**src/rtl/fir_axis_engine.sv**
```systemverilog
// Sequential FIR engine: taps and run length are loaded over AXI-Lite, samples
// stream in on ss_*, and one tap product is accumulated per cycle before each
// filtered sample is presented on sm_*.
//
// Ports
//   wb_clk_i, wb_rst_i        clock, synchronous active-high reset
//   aw*/w*                    AXI-Lite write (address and data accepted together)
//   ar*/r*                    AXI-Lite read (one outstanding read)
//   ss_tvalid/tready/tdata    input sample stream (ss_tlast unused)
//   sm_tvalid/tready/tdata    output sample stream, sm_tlast on final sample
//
// Register map: 0x00 ap_ctrl {idle, done, start}, 0x10 data_length,
//               0x40 + 4*i tap[i]. Unmapped reads return 0.
module fir_axis_engine #(
    parameter int pADDR_WIDTH = 12,
    parameter int pDATA_WIDTH = 32,
    parameter int Tape_Num    = 11
) (
    input  logic                   wb_clk_i,
    input  logic                   wb_rst_i,
    input  logic                   awvalid,
    output logic                   awready,
    input  logic [pADDR_WIDTH-1:0] awaddr,
    input  logic                   wvalid,
    output logic                   wready,
    input  logic [pDATA_WIDTH-1:0] wdata,
    input  logic                   arvalid,
    output logic                   arready,
    input  logic [pADDR_WIDTH-1:0] araddr,
    output logic                   rvalid,
    input  logic                   rready,
    output logic [pDATA_WIDTH-1:0] rdata,
    input  logic                   ss_tvalid,
    output logic                   ss_tready,
    input  logic [pDATA_WIDTH-1:0] ss_tdata,
    input  logic                   ss_tlast,
    output logic                   sm_tvalid,
    input  logic                   sm_tready,
    output logic [pDATA_WIDTH-1:0] sm_tdata,
    output logic                   sm_tlast
);

    localparam int unsigned AW = pADDR_WIDTH;
    localparam int unsigned DW = pDATA_WIDTH;
    localparam int unsigned NT = Tape_Num;
    localparam int unsigned KW = (NT > 1) ? $clog2(NT) : 1;

    localparam logic [AW-1:0] ADDR_CTRL = AW'(0);
    localparam logic [AW-1:0] ADDR_LEN  = AW'(16);
    localparam logic [AW-1:0] TAP_BASE  = AW'(64);
    localparam logic [AW-1:0] TAP_END   = AW'(64 + 4 * NT);
    localparam logic [KW-1:0] K_LAST    = KW'(NT - 1);

    typedef enum logic [1:0] {S_IDLE, S_WAIT_IN, S_MAC, S_OUT} state_t;

    state_t          state;
    logic [DW-1:0]   taps  [NT];
    logic [DW-1:0]   x_buf [NT];
    logic [DW-1:0]   data_length;
    logic [DW-1:0]   acc;
    logic [DW-1:0]   count;
    logic [KW-1:0]   k;
    logic            ap_done;
    logic            ap_idle;
    logic            rd_ctrl;
    logic [DW-1:0]   rd_mux;
    logic [DW-1:0]   mac_prod;
    logic            wr_fire;
    logic            start_req;
    logic            rd_ctrl_done;
    logic            unused_ok;

    function automatic logic is_tap(input logic [AW-1:0] a);
        return (a >= TAP_BASE) && (a < TAP_END) && (a[1:0] == 2'b00);
    endfunction

    function automatic logic [KW-1:0] tap_idx(input logic [AW-1:0] a);
        logic [AW-1:0] off;
        off = (a - TAP_BASE) >> 2;
        return KW'(off);
    endfunction

    assign unused_ok = ss_tlast;

    // Address and data are only accepted together, in the same cycle.
    assign wr_fire = awvalid && wvalid;
    assign awready = wr_fire;
    assign wready  = wr_fire;
    assign arready = !rvalid;

    assign start_req = wr_fire && (awaddr == ADDR_CTRL) && wdata[0]
                       && (state == S_IDLE) && (data_length != '0);
    assign rd_ctrl_done = rvalid && rready && rd_ctrl;

    // Low DW bits of the product are identical for signed and unsigned operands.
    assign mac_prod = DW'($signed(taps[k]) * $signed(x_buf[k]));

    // Read data mux, sampled when the read address is accepted.
    always_comb begin
        rd_mux = '0;
        if (araddr == ADDR_CTRL) begin
            rd_mux = DW'({ap_idle, ap_done, 1'b0});
        end else if (araddr == ADDR_LEN) begin
            rd_mux = data_length;
        end else if (is_tap(araddr)) begin
            rd_mux = taps[tap_idx(araddr)];
        end
    end

    // AXI-Lite read channel.
    always_ff @(posedge wb_clk_i) begin
        if (wb_rst_i) begin
            rvalid  <= 1'b0;
            rdata   <= '0;
            rd_ctrl <= 1'b0;
        end else if (!rvalid && arvalid) begin
            rvalid  <= 1'b1;
            rdata   <= rd_mux;
            rd_ctrl <= (araddr == ADDR_CTRL);
        end else if (rvalid && rready) begin
            rvalid  <= 1'b0;
        end
    end

    // Configuration writes, control FSM and MAC datapath.
    always_ff @(posedge wb_clk_i) begin
        if (wb_rst_i) begin
            state       <= S_IDLE;
            for (int unsigned i = 0; i < NT; i++) begin
                taps[i]  <= '0;
                x_buf[i] <= '0;
            end
            data_length <= '0;
            acc         <= '0;
            count       <= '0;
            k           <= '0;
            ap_done     <= 1'b0;
            ap_idle     <= 1'b1;
            ss_tready   <= 1'b0;
            sm_tvalid   <= 1'b0;
            sm_tdata    <= '0;
            sm_tlast    <= 1'b0;
        end else begin
            if (rd_ctrl_done) begin
                ap_done <= 1'b0;
            end
            if (wr_fire && (state == S_IDLE)) begin
                if (awaddr == ADDR_LEN) begin
                    data_length <= wdata;
                end
                if (is_tap(awaddr)) begin
                    taps[tap_idx(awaddr)] <= wdata;
                end
            end

            case (state)
                S_IDLE: begin
                    if (start_req) begin
                        for (int unsigned i = 0; i < NT; i++) begin
                            x_buf[i] <= '0;
                        end
                        count     <= '0;
                        ap_done   <= 1'b0;
                        ap_idle   <= 1'b0;
                        ss_tready <= 1'b1;
                        state     <= S_WAIT_IN;
                    end
                end
                S_WAIT_IN: begin
                    // ss_tready is high throughout this state.
                    if (ss_tvalid) begin
                        x_buf[0] <= ss_tdata;
                        for (int unsigned i = 1; i < NT; i++) begin
                            x_buf[i] <= x_buf[i-1];
                        end
                        acc       <= '0;
                        k         <= '0;
                        ss_tready <= 1'b0;
                        state     <= S_MAC;
                    end
                end
                S_MAC: begin
                    acc <= acc + mac_prod;
                    k   <= k + KW'(1);
                    if (k == K_LAST) begin
                        state <= S_OUT;
                    end
                end
                S_OUT: begin
                    // First OUT cycle loads the output register; it then holds until taken.
                    if (!sm_tvalid) begin
                        sm_tvalid <= 1'b1;
                        sm_tdata  <= acc;
                        sm_tlast  <= (count == data_length - DW'(1));
                    end else if (sm_tready) begin
                        sm_tvalid <= 1'b0;
                        count     <= count + DW'(1);
                        if (sm_tlast) begin
                            ap_done <= 1'b1;
                            ap_idle <= 1'b1;
                            state   <= S_IDLE;
                        end else begin
                            ss_tready <= 1'b1;
                            state     <= S_WAIT_IN;
                        end
                    end
                end
                default: state <= S_IDLE;
            endcase
        end
    end

endmodule

```
**config.mk**
```make
export PLATFORM = sky130hd
export DESIGN_NAME = fir_axis_engine
export DESIGN_NICKNAME = d
export VERILOG_FILES = /design/src/rtl/fir_axis_engine.sv
export SDC_FILE = /design/constraint.sdc
export NUM_CORES = 2
export LEC_CHECK = 0
export ABC_CLOCK_PERIOD_IN_PS = 15700
export BUFFER_PORTS_ARGS = -buffer_cell sky130_fd_sc_hd__buf_2
export CAP_MARGIN = 15
export CORE_ASPECT_RATIO = 1.1
export CORE_MARGIN = 4
export CORE_UTILIZATION = 50
export DETAILED_ROUTE_END_ITERATION = 8
export GPL_ROUTABILITY_DRIVEN = 0
export PLACE_DENSITY = 0.66
export RECOVER_POWER = 50
export SLEW_MARGIN = 0
export SYNTH_ARGS = -nofsm -noshare
export SYNTH_HDL_FRONTEND = slang
export SYNTH_SLANG_ARGS = --single-unit
```
**constraint.sdc**
```tcl
create_clock -name wb_clk_i -period 15.7 [get_ports wb_clk_i]
set_clock_uncertainty 0.2 [all_clocks]
set_input_delay 2.355 -clock wb_clk_i [delete_from_list [all_inputs] [get_ports wb_clk_i]]
set_output_delay 2.355 -clock wb_clk_i [all_outputs]
set_load 0.03 [all_outputs]
```
==> flow_metrics.py <==
metrics = {
    "run_status": {
        "status": "finished, violations left",
        "violations": "max-capacitance violations, max-slew violations",
    },
    "floorplanning": {
        "boundaryPins": 168,
        "die_h_um": 387,
        "dieArea_um2": 136000,
        "rows": 138,
        "initial_core_util_pct": 50.6,
        "core_area_um2": 129000,
        "fp.dieW_um": 353,
    },
    "clock_tree": {
        "cts_tree": "yes",
        "clk_pin_slew_ps": 60,
        "clk-insertion-delay-late_ps": 740,
        "cts_max_level": 3,
        "cts_buffers": 110,
        "cts_root_buf": "clkbuf_16",
        "clock-sinks": 1041,
        "cts-resized-gates": 0,
        "postCtsSetupRepairBufs": 0,
        "ctsHoldBuffers": 0,
        "cts.path.max_buffers": 3,
    },
    "synthesis": {
        "synth_area_leader_cell": "edfxtp_1",
        "ys_top_cells_by_area": "edfxtp_1 38%, fa_1 13%, mux4_2 11%",
        "ys_types": 78,
        "ys_async_sr_fraction_pct": 0,
        "synth_common_cells": "832 x edfxtp_1, 605 x nor2_1, 592 x inv_1",
        "syn_inst": 5386,
        "yosysMostFrequentCell": "edfxtp_1",
        "synth_top_cell_area_share_pct": 38.2,
        "ys.flop_type": "edfxtp_1",
        "ys_warn_count": 0,
        "ys_seq_area_share_pct": 44.7,
        "netlist_area_um2": 65300,
        "syn_area_per_cell_um2": 12.1,
        "synth_edf_count": 832,
        "synth_seq_cells": 1041,
    },
    "sta": {
        "period_needed_ps": 10540,
        "setup_tns_ps": 0,
        "timing.fmax_mhz": 94.8,
        "maxSlewViolCount": 477,
        "min_period_over_period_pct": 67.2,
        "tightest_slew_ps": 3900,
        "relSlewSlack_pct": -160,
        "hold_viol_final": 0,
        "rsz0062_at_grt": "false",
        "final-setup-viol-count": 0,
    },
    "min_path": {
        "min_from": "sm_tdata[18]",
        "hold_depth": 2,
        "min_to": "sm_tdata[18]",
        "hold_path.class": "reg -> reg",
    },
    "global_route": {
        "grt_pass1_vias": 44200,
        "grt_pass1_wl_um": 267000,
        "grt_max_degree": 247,
        "antenna_found_initial": 7,
        "grt_use_total_pct": 25.7,
        "grt_overflow_total": 0,
    },
    "power_and_ir_drop": {
        "power_leakage_nw": 28.6,
        "vdd_drop_max_v": 0.0000983,
        "p_per_area_nw_per_um2": 97.6,
    },
    "worst_setup_path": {
        "cp_max_fo": 47,
        "r2r-end": "acc[31]",
        "start_kind": "register",
        "worstSetupPathType": "reg -> reg",
        "reg2reg_slack_ps": 5160,
        "arrival_ps": 10930,
        "cp-end-kind": "register",
        "reg2regPathDepth": 27,
        "crit_required_ps": 16090,
    },
    "cells_and_area": {
        "stdcell_count": 7376,
        "drive_gt1_share_pct": 13.3,
        "n_fill_cell": 10900,
        "syn_to_final_growth_pct": 9.91,
        "final_nets": 6291,
    },
    "detailed_routing": {
        "antenna_left": 0,
        "dr.first_iter.drc_count": 3982,
        "vias_per_cell": 5.79,
        "wire_per_inst_um": 23.6,
        "drt-total-wl_um": 174000,
        "drc": 0,
        "firstDrtPassIters": 6,
        "vias": 42700,
    },
    "placement": {
        "place_inst": 7163,
        "io_buffers": 166,
        "dp_hpwl_um": 115000,
    },
    "job": {
        "max_cap_violations": 14,
    },
}
-- logic make-up (layout without fill, tap and decap cells) --
kind of cell,Yosys count,in the layout,share of synthesized area (%)
and+or+nand+nor,1807,1807,13.7
DFF,1041,1041,44.7
buffers and inverters,922,1066,5.86
adders and majority gates,599,599,16.5
muxes,437,437,13.0
AOI/OAI and AO/OA,424,424,4.18
xor gates and xnor gates,155,155,2.12
other,1,167,0.00574
-- registers in the layout, indices dropped and copies added (netlist names), 2 cells and up, named ones only --
register,count
acc,32
count,32
data_length,32
k,4
rdata,32
sm_tdata,32
state,2
taps,512
x_buf,352
-- area by class of cell --
class | count | area, um^2 | area share (%)
multi-input cells | 3582 | 33100 | 46.1
clock inverters | 61 | 632 | 0.880
clock buffers | 145 | 2980 | 4.15
well taps | 1680 | 2100 | 2.93
repair buffers | 266 | 1530 | 2.13
flip-flops and latches | 1041 | 29200 | 40.6
inverters | 594 | 2230 | 3.11
diodes | 7 | 17.5 | 0.0244
-- layer usage --
metal	part of all wire [%]	track usage, %	vias to the layer above
li1	-	-	18600
met1	38	32.8	21900
met2	49	43.9	1786
met3	7.7	3.84	424
met4	4.7	10.8	6
met5	0.022	0	-
-- power breakdown --
part / leakage (nW) / switching (mW) / internal [mW]
Combinational: 16.4 / 0.799 / 0.545
Clock: 1.74 / 1.11 / 1.49
Sequential: 10.5 / 0.0320 / 3.04
Total: 28.6 / 1.94 / 5.07
-- critical path, cell delays in order, from the launching register on --
cell,delay (ps)
dfxtp_4,860
buf_4,540
buf_4,660
mux4_2,430
a22o_1,260
a221oi_2,190
buf_4,370
nor2_1,120
fa_1,510
fa_1,520
fa_1,530
inv_1,50
fa_1,450
fa_1,490
fa_1,540
inv_1,50
fa_1,490
inv_1,50
fa_1,470
inv_1,50
ha_1,360
nand3_1,120
or2_2,310
o31ai_1,850
a21oi_1,230
a31oi_1,300
xnor2_1,150
o21ai_1,70
-- cell usage in the layout (no fill, tap or decap), types with 129 or more instances in the layout --
cell / instances
edfxtp_1: 832
nor2_1: 599
inv_1: 592
fa_1: 438
and2_1: 370
nand2_1: 320
mux4_2: 306
dfxtp_1: 205
ha_1: 161
conb_1: 160
and2_0: 155
a21oi_1: 129
-- per-stage QoR --
step                      hold slack, ps  util, %  total power, mW  setup slack [ps]  cell area [um^2]
after detailed placement             244     52.9             4.47              5170             68400
after global placement               242     52.9             4.45              5220             68300
final                                253     55.6             7.01              5160             71800
after global routing                 271     55.6             7.34              4760             71800
after floorplan                      237        -             4.09              2240             65900
after CTS                            252     55.7             7.07              5120             72000
-- worst max-delay path by stage --
stage             endpoint      from  slack, ps
6_report           acc[31]  register       5160
5_1_grt            acc[27]  register       4760
4_1_cts            acc[31]  register       5120
3_5_place_dp       acc[31]  register       5170
3_3_place_gp       acc[31]  register       5220
2_1_floorplan  x_buf[0][0]   awvalid       2240
No activity file was read; power rests on OpenSTA's default activity.
